===== config.mk =====
export PLATFORM = sky130hd
export DESIGN_NAME = cic_decim_ctrl
export DESIGN_NICKNAME = d
export VERILOG_FILES = /design/src/rtl/cic_decim_ctrl.sv
export SDC_FILE = /design/constraint.sdc
export NUM_CORES = 1
export LEC_CHECK = 0
export CAP_MARGIN = 10
export CORE_ASPECT_RATIO = 0.75
export CORE_MARGIN = 8
export CORE_UTILIZATION = 45
export DETAILED_ROUTE_END_ITERATION = 10
export GPL_TIMING_DRIVEN = 0
export PLACE_DENSITY = 0.75
export SYNTH_ARGS = -nofsm -noshare
export SYNTH_HDL_FRONTEND = slang
export SYNTH_SLANG_ARGS = --single-unit

===== constraint.sdc =====
create_clock -name clk -period 3.7 [get_ports clk]
set_clock_uncertainty 0.1 [all_clocks]
set_input_delay 0.74 -clock clk [delete_from_list [all_inputs] [get_ports clk]]
set_output_delay 0.74 -clock clk [all_outputs]
set_load 0.03 [all_outputs]

===== src/rtl/cic_decim_ctrl.sv =====
// +---------------------------------------------------------------------------+
// | cic_decim_ctrl                                                            |
// | Phase/ratio/clear/fill sequencing for the 5-stage CIC decimator.          |
// | Revision: 1.0                                                             |
// +---------------------------------------------------------------------------+
`default_nettype none

module cic_decim_ctrl #(
  parameter int MAX_R      = 4096,
  parameter int DEFAULT_R  = 8,
  parameter int CLR_CYCLES = 4,
  parameter int FILL_OUTS  = 5
) (
  input  logic        clk,
  input  logic        rst,
  input  logic        en,
  input  logic        in_valid,
  input  logic        cfg_wr,
  input  logic [15:0] cfg_ratio,
  input  logic        cfg_err_clr,
  output logic        cic_rst,
  output logic        cic_ce,
  output logic        dec_strobe,
  output logic        out_valid,
  output logic [15:0] ratio_active,
  output logic        cfg_pending,
  output logic        cfg_err,
  output logic [1:0]  state
);

  typedef enum logic [1:0] {
    S_IDLE  = 2'd0,
    S_CLEAR = 2'd1,
    S_FILL  = 2'd2,
    S_RUN   = 2'd3
  } state_t;

  localparam logic [15:0] c_default_r = 16'(DEFAULT_R);
  localparam logic [15:0] c_max_r     = 16'(MAX_R);
  localparam logic [7:0]  c_clr_last  = 8'(CLR_CYCLES - 1);
  localparam logic [7:0]  c_fill_last = 8'(FILL_OUTS - 1);

  state_t      r_state;
  logic [15:0] r_phase;
  logic [15:0] r_shadow;
  logic [7:0]  r_clr;
  logic [7:0]  r_fill;

  logic w_active;
  logic w_wrap;
  logic w_legal;
  logic w_wr_ok;
  logic w_wr_bad;

  assign w_active = (r_state == S_FILL) || (r_state == S_RUN);
  assign cic_ce   = in_valid & w_active;
  assign w_wrap   = cic_ce && (r_phase == ratio_active - 16'd1);
  assign w_legal  = (cfg_ratio != 16'd0) && (cfg_ratio <= c_max_r);
  assign w_wr_ok  = cfg_wr & w_legal;
  assign w_wr_bad = cfg_wr & ~w_legal;
  assign state    = r_state;

  always_ff @(posedge clk) begin
    if (rst) begin
      r_state      <= S_IDLE;
      r_phase      <= 16'd0;
      r_shadow     <= c_default_r;
      r_clr        <= 8'd0;
      r_fill       <= 8'd0;
      cic_rst      <= 1'b1;
      dec_strobe   <= 1'b0;
      out_valid    <= 1'b0;
      ratio_active <= c_default_r;
      cfg_pending  <= 1'b0;
      cfg_err      <= 1'b0;
    end else begin
      dec_strobe <= w_wrap;
      out_valid  <= w_wrap && (r_state == S_RUN);

      // An illegal write on the same cycle as a clear keeps the flag set.
      if (w_wr_bad) begin
        cfg_err <= 1'b1;
      end else if (cfg_err_clr) begin
        cfg_err <= 1'b0;
      end

      if (!en) begin
        r_state     <= S_IDLE;
        cic_rst     <= 1'b1;
        r_phase     <= 16'd0;
        r_fill      <= 8'd0;
        r_clr       <= 8'd0;
        cfg_pending <= 1'b0;
        // Leaving the datapath: the newest legal ratio takes effect at once.
        if (w_wr_ok) begin
          ratio_active <= cfg_ratio;
        end else if (cfg_pending) begin
          ratio_active <= r_shadow;
        end
      end else begin
        case (r_state)
          S_IDLE: begin
            r_state <= S_CLEAR;
            cic_rst <= 1'b1;
            r_clr   <= 8'd0;
            if (w_wr_ok) begin
              ratio_active <= cfg_ratio;
            end
          end

          S_CLEAR: begin
            if (w_wr_ok) begin
              ratio_active <= cfg_ratio;
            end
            if (r_clr == c_clr_last) begin
              r_state <= S_FILL;
              cic_rst <= 1'b0;
              r_phase <= 16'd0;
              r_fill  <= 8'd0;
            end else begin
              r_clr <= r_clr + 8'd1;
            end
          end

          default: begin
            if (cic_ce) begin
              r_phase <= w_wrap ? 16'd0 : r_phase + 16'd1;
            end

            // A ratio change restarts the comb refill without clearing the CIC.
            if (w_wrap && cfg_pending) begin
              ratio_active <= r_shadow;
              r_fill       <= 8'd0;
              r_state      <= S_FILL;
            end else if (w_wrap && (r_state == S_FILL)) begin
              if (r_fill == c_fill_last) begin
                r_state <= S_RUN;
              end else begin
                r_fill <= r_fill + 8'd1;
              end
            end

            if (w_wr_ok) begin
              r_shadow    <= cfg_ratio;
              cfg_pending <= 1'b1;
            end else if (w_wrap) begin
              cfg_pending <= 1'b0;
            end
          end
        endcase
      end
    end
  end

endmodule

`default_nettype wire

== Yosys cells after proc, flatten, opt, wreduce, memory -nomap -nowiden ==
Index checks and enable logic that the tools add are counted.
Storage, ports and cells
  register bits: 71
  input bits: 22
  output and inout bits: 24
  logic and storage cells: 88
Operators by class
  add/subtract/negate cells: 4
  $lt $le $gt $ge: 1
  equality and inequality tests: 11
  muxes and demuxes: 28
  bitwise operators: 7
  reduce and logical (&&, ||, !) cells: 26
Operator list (number)
  $mux W16: 9
  $mux W8: 5
  $pmux W16 S2: 1
  $pmux W8 S2: 2
  $add A16 B1 Y16 const B: 1
  $add A8 B1 Y8 const B: 2
  $eq A16 B16 Y1: 1
  $le A16 B13 Y1 const B: 1
  $reduce_bool A16 Y1: 1
  $sub A16 B1 Y16 const B: 1
  $reduce_and A3 Y1: 4
  $ne A3 B2 Y1 const B: 3
  $eq A8 B2 Y1 const B: 1
  $eq A8 B3 Y1 const B: 1
  $mux W2: 4
  $reduce_bool A2 Y1: 4
  $reduce_bool A4 Y1: 2
  $reduce_and A2 Y1: 3
  $reduce_bool A3 Y1: 2
  $logic_and A1 B1 Y1: 5
  $mux W1: 5
  $eq A2 B2 Y1 const B: 2
  $ne A2 B2 Y1 const B: 2
  $not A1 Y1: 4
  8 further kinds: 11

== Logic depth before layout (Yosys ltp) ==
  depth in word-level cells: 8
  gate-level depth with buffers: 11
  gate-level depth less buffers: 9

== Least setup slack after synthesis ==
No wires, ideal clock.
  path kind: reg-to-reg
  start: register ratio_active[0]
  end: register ratio_active[0]
  setup time: 0.121 ns
  data arrival time: 2.744 ns
  required time: 3.479 ns
  path slack: 0.735 ns
  stages on the path, launching flop included: 12
  path buffers: 2
  period minus slack after synthesis: 2.965 ns
  cells stage by stage: dfxtp_1 > inv_1 > ha_1 > nor3b_2 > nand3_1 > o2111ai_1 > a2111oi_0 > nand4_2 > o21a_1 > buf_6 > buf_6 > mux2_4
On the way
  longest elaborated chain between the ends: 6
Ends and longest elaborated chain
  start: declaration: RTL line 25  | output logic [15:0] ratio_active,
  start signal: assignment: RTL line 73  | ratio_active <= c_default_r;
  start signal: assignment: RTL line 96  | ratio_active <= cfg_ratio;
  start signal: assignment: RTL line 98  | ratio_active <= r_shadow;
  $sub A16 B1 Y16: RTL line 57  | assign w_wrap = cic_ce && (r_phase == ratio_active - 16'd1);
  $eq A16 B16 Y1: RTL line 57
  $logic_and A1 B1 Y1: RTL line 57
  $logic_and A1 B1 Y1: RTL line 131  | if (w_wrap && cfg_pending) begin
  $ne A3 B2 Y1 (no line)
  $reduce_and A3 Y1 (no line)
No other way between the ends.
A chain may end at the register's enable or synchronous reset.

== Worst setup path after layout ==
  start: input port in_valid
  end: output port cic_ce
On the way
  longest elaborated chain between the ends: 1
Ends and longest elaborated chain
  start: declaration: RTL line 17  | input logic in_valid,
  $and A1 B1 Y1: RTL line 56  | assign cic_ce = in_valid & w_active;
  end: declaration: RTL line 22  | output logic cic_ce,
No other way between the ends.

==> impl_summary.log <==
[metrics] Maximum Capacitance Violations: 0
[metrics] post-synthesis instance total: about 510
[metrics] Area Overhead vs Synth: 20.8%
[metrics] largest vdd supply drop: 0.280 mV
[metrics] CP startpoint kind: primary input
[metrics] vias per cell: between 5 and 6
[metrics] fraction of registers with async set/reset: 0%
[metrics] CP max stage cell: sky130_fd_sc_hd__clkdlybuf4s50_1
[metrics] Tightest Pin Transition: 0.933 ns
[metrics] effective utilization at floorplan: 46.0%
[metrics] share of synthesized area occupied by flip-flops and latches: 34.5%
[metrics] number of filler instances in the final layout: slightly above 800
[metrics] dpl cell area: 4700 sq um
[metrics] antenna violations before repair: 0
[metrics] total routed wirelength: 11000 um
[metrics] final worst path period need: 3.49 ns
[metrics] critical path endpoint category: output port
[metrics] library cells used by synthesis: 52
[metrics] Final Wtd Congestion: 0.915
[metrics] net count reported at finish: 590
[metrics] leakage power total: 0.00184 uW
[metrics] number of global-route vias before repair: ~3700
[metrics] final cell count without fillers: 680
[metrics] endpoints failing setup: 0
[metrics] x dimension of the die: 127 um
[metrics] total grt overflow: 0
[metrics] largest net degree at the start of global routing: 12
[metrics] headroom to the max-slew limit: 37.5%
[metrics] Max Fanout on Critical Path: 10
[metrics] count of hold-fix buffers inserted at cts: 0
[metrics] boundary pin count: between 40 and 50
[metrics] 1st-pass router iterations: 5
[metrics] FF/Latch Area: 1420 sq um
[metrics] CTS tree: built
[metrics] clock transition at the register clock pins on the worst setup and hold paths after CTS: 0.05 ns
[metrics] Seq cells post-synth: 71
[metrics] required time of the worst setup path: 2.86 ns
[metrics] Peak Freq: roughly 290 MHz
[metrics] n_diodes: 0
[metrics] synth warn: 0
[metrics] Critical Path Max Stage Delay: 0.72 ns
[metrics] CTS Buf Count: 9
[metrics] total standard cell area after synthesis: 4120 sq um
[metrics] endpoints failing hold: 0
[metrics] num rows: 30
[metrics] number of flops mapped to enable cells by yosys: 0
[metrics] HPWL after DPL: 8180 um
[metrics] net count of the mapped netlist: between 500 and 600
[metrics] number of instances in the placed design: 664
[metrics] share of the clock period used by the worst path after layout: 94.3%
[metrics] power density over the cells: 338 nW/um^2
[metrics] port bufs: 44
[metrics] global-route usage over all layers: 17.6%
[metrics] clock root cell: sky130_fd_sc_hd__clkbuf_16
[metrics] endpoint arrival time on the critical path: 2.65 ns
[metrics] prevailing post-synth register cell: sky130_fd_sc_hd__dfxtp_1
[metrics] critical path start-end classification: in2out
[metrics] number of H-tree branching levels: 3
[metrics] Avg Inst Size Synth: 8.12 sq um
[metrics] Max Transition Viols Final: 0
[metrics] unrepaired setup endpoints after global routing: no
[metrics] area enclosed by the die boundary: 12500 sq um
[metrics] Die Ht: 98.9 um
[metrics] post-route ant nets: 0
[metrics] share of cells above drive strength 1: under 10%
[metrics] First DRT Iteration DRCs: 280
[metrics] clock tree buffer depth: 2
[metrics] DRC: 0
[metrics] cell breakdown of the critical path: clkdlybuf4s50_1 -> and2_1 -> clkbuf_1 -> clkbuf_2 -> clkdlybuf4s50_1
[metrics] average wire length per cell after detail routing: 16.1 um
[metrics] class of the tightest hold or removal check: reg2reg
[metrics] vias post-DR: 3897
[metrics] first-pass GRT wire length: 18000 um
[metrics] Clk Latency, worst-skew pair: about 0.33 ns
[metrics] clk sink count: 71
[metrics] run status: complete, no violations
[metrics] Post-Layout Inst Area: around 5000 sq um
[metrics] Crit path top cell by count: sky130_fd_sc_hd__clkdlybuf4s50_1
[metrics] buffers inserted during post-CTS setup optimization: 0
[metrics] core outline area: about 9000 sq um
[metrics] multi-input combinational cell area: 2530 sq um
[area by class of cell]
type | instances | share of cell area [%]
Buffer | 26 | 2.36
Tap cell | 112 | 2.81
Clock buffer | 13 | 5.22
Timing Repair Buffer | 44 | 8.84
Multi-Input combinational cell | 396 | 50.8
Inverter | 15 | 1.13
Clock inverter | 3 | 0.352
Sequential cell | 71 | 28.5
[metal layers]
metal	track usage, %	share of wire [%]
met1	21.6	46
met2	29.7	48
met3	4.37	4.5
met5	0	0
met4	5.53	1.2
[flip-flops by register name (all words and copies together) (netlist names)]
name / count
r_phase: 16
r_shadow: 16
ratio_active: 16
r_clr: 8
r_fill: 8
state: 2
cfg_err: 1
cfg_pending: 1
cic_rst: 1
dec_strobe: 1
out_valid: 1
[worst max-delay path: cells and delay by family]
| kind | cells | cell delay, ns |
|---|---|---|
| AND/OR/NAND/NOR | 1 | 0.12 |
| buffers and inverters | 4 | 1.78 |
[cells in the final DEF, fill, tap and decap left out, drive strengths merged, types with 11 or more instances in the layout]
master          n
xnor2          11
dfxtp          71
nor3           11
a21oi          27
mux2i          18
clkdlybuf4s50  44
clkbuf         32
nand3          21
nand2          65
nand4          13
inv            15
nor2           60
nor2b          14
mux2           19
o21ai          14
xor2           15
[cells in the mapped netlist (5+ instances only)]
cell type,count,area share (%)
sky130_fd_sc_hd__dfxtp_1,71,34
sky130_fd_sc_hd__nand2_1,65,5.9
sky130_fd_sc_hd__nor2_1,60,5.5
sky130_fd_sc_hd__a21oi_1,27,3.3
sky130_fd_sc_hd__nand3_1,21,2.5
sky130_fd_sc_hd__clkbuf_1,19,1.7
sky130_fd_sc_hd__mux2i_1,18,4.4
sky130_fd_sc_hd__inv_1,15,1.4
sky130_fd_sc_hd__xor2_1,15,3.2
sky130_fd_sc_hd__nor2b_1,14,2.1
sky130_fd_sc_hd__o21ai_0,14,1.7
sky130_fd_sc_hd__nand4_1,11,1.7
sky130_fd_sc_hd__xnor2_1,11,2.3
sky130_fd_sc_hd__mux2_2,10,2.7
sky130_fd_sc_hd__nor3_1,10,1.2
sky130_fd_sc_hd__a31oi_1,9,1.4
sky130_fd_sc_hd__and3_1,9,1.4
sky130_fd_sc_hd__mux2_4,9,3.3
sky130_fd_sc_hd__a22oi_1,8,1.5
sky130_fd_sc_hd__and2_1,7,1.1
sky130_fd_sc_hd__nand2b_1,7,1.1
sky130_fd_sc_hd__nor4_1,6,0.91
sky130_fd_sc_hd__o211ai_1,6,1.1
sky130_fd_sc_hd__ha_1,5,1.5
[power by group]
| group | internal (uW) | switching [uW] | leakage, uW |
|---|---|---|---|
| clock network | 488 | 313 | 0.000136 |
| logic | 46.5 | 63.1 | 0.00113 |
| registers | 768 | 4.00 | 0.000572 |
[cells by family (layout without fill, tap and decap cells)]
group	count (synthesis)	after routing	share of synthesized area, %
flops	71	71	34.5
mux	37	37	10.4
compound gates	94	94	15.0
xor+xnor	26	26	5.52
fa+ha+maj	5	5	1.52
simple gates	234	234	28.9
buf+inv	41	101	4.19
[per-stage QoR]
stage                     total power [uW]  setup slack (ns)  utilization, %  hold WS (ns)  setup TNS, ns
final                                 1680             0.212            55.5         0.374              0
after global placement                 895           -0.0163            52.4         0.363        -0.0748
after CTS                             1700            0.0570            55.5         0.376              0
after floorplan                        846             0.735               -         0.357              0
after detailed placement               897           -0.0450            52.4         0.368         -0.244
after global routing                  1740           0.00573            55.5         0.388              0
[path summary, 6_finish.rpt]
check / startpoint / to / slack (ns) / depth (start not counted)
max reg2reg: ratio_active[0] / cfg_pending / 0.41 / 11
min: r_shadow[13] / r_shadow[13] / 0.37 / 1
max: in_valid / cic_ce / 0.21 / 5
min reg2reg: r_shadow[13] / r_shadow[13] / 0.37 / 1
[timing repair]
item | CTS | global route
resized for setup | 0 | 2
hold endpoints to repair | 0 | 0
endpoints found under the setup margin | 0 | 1
(Power assumes the default switching activity.)
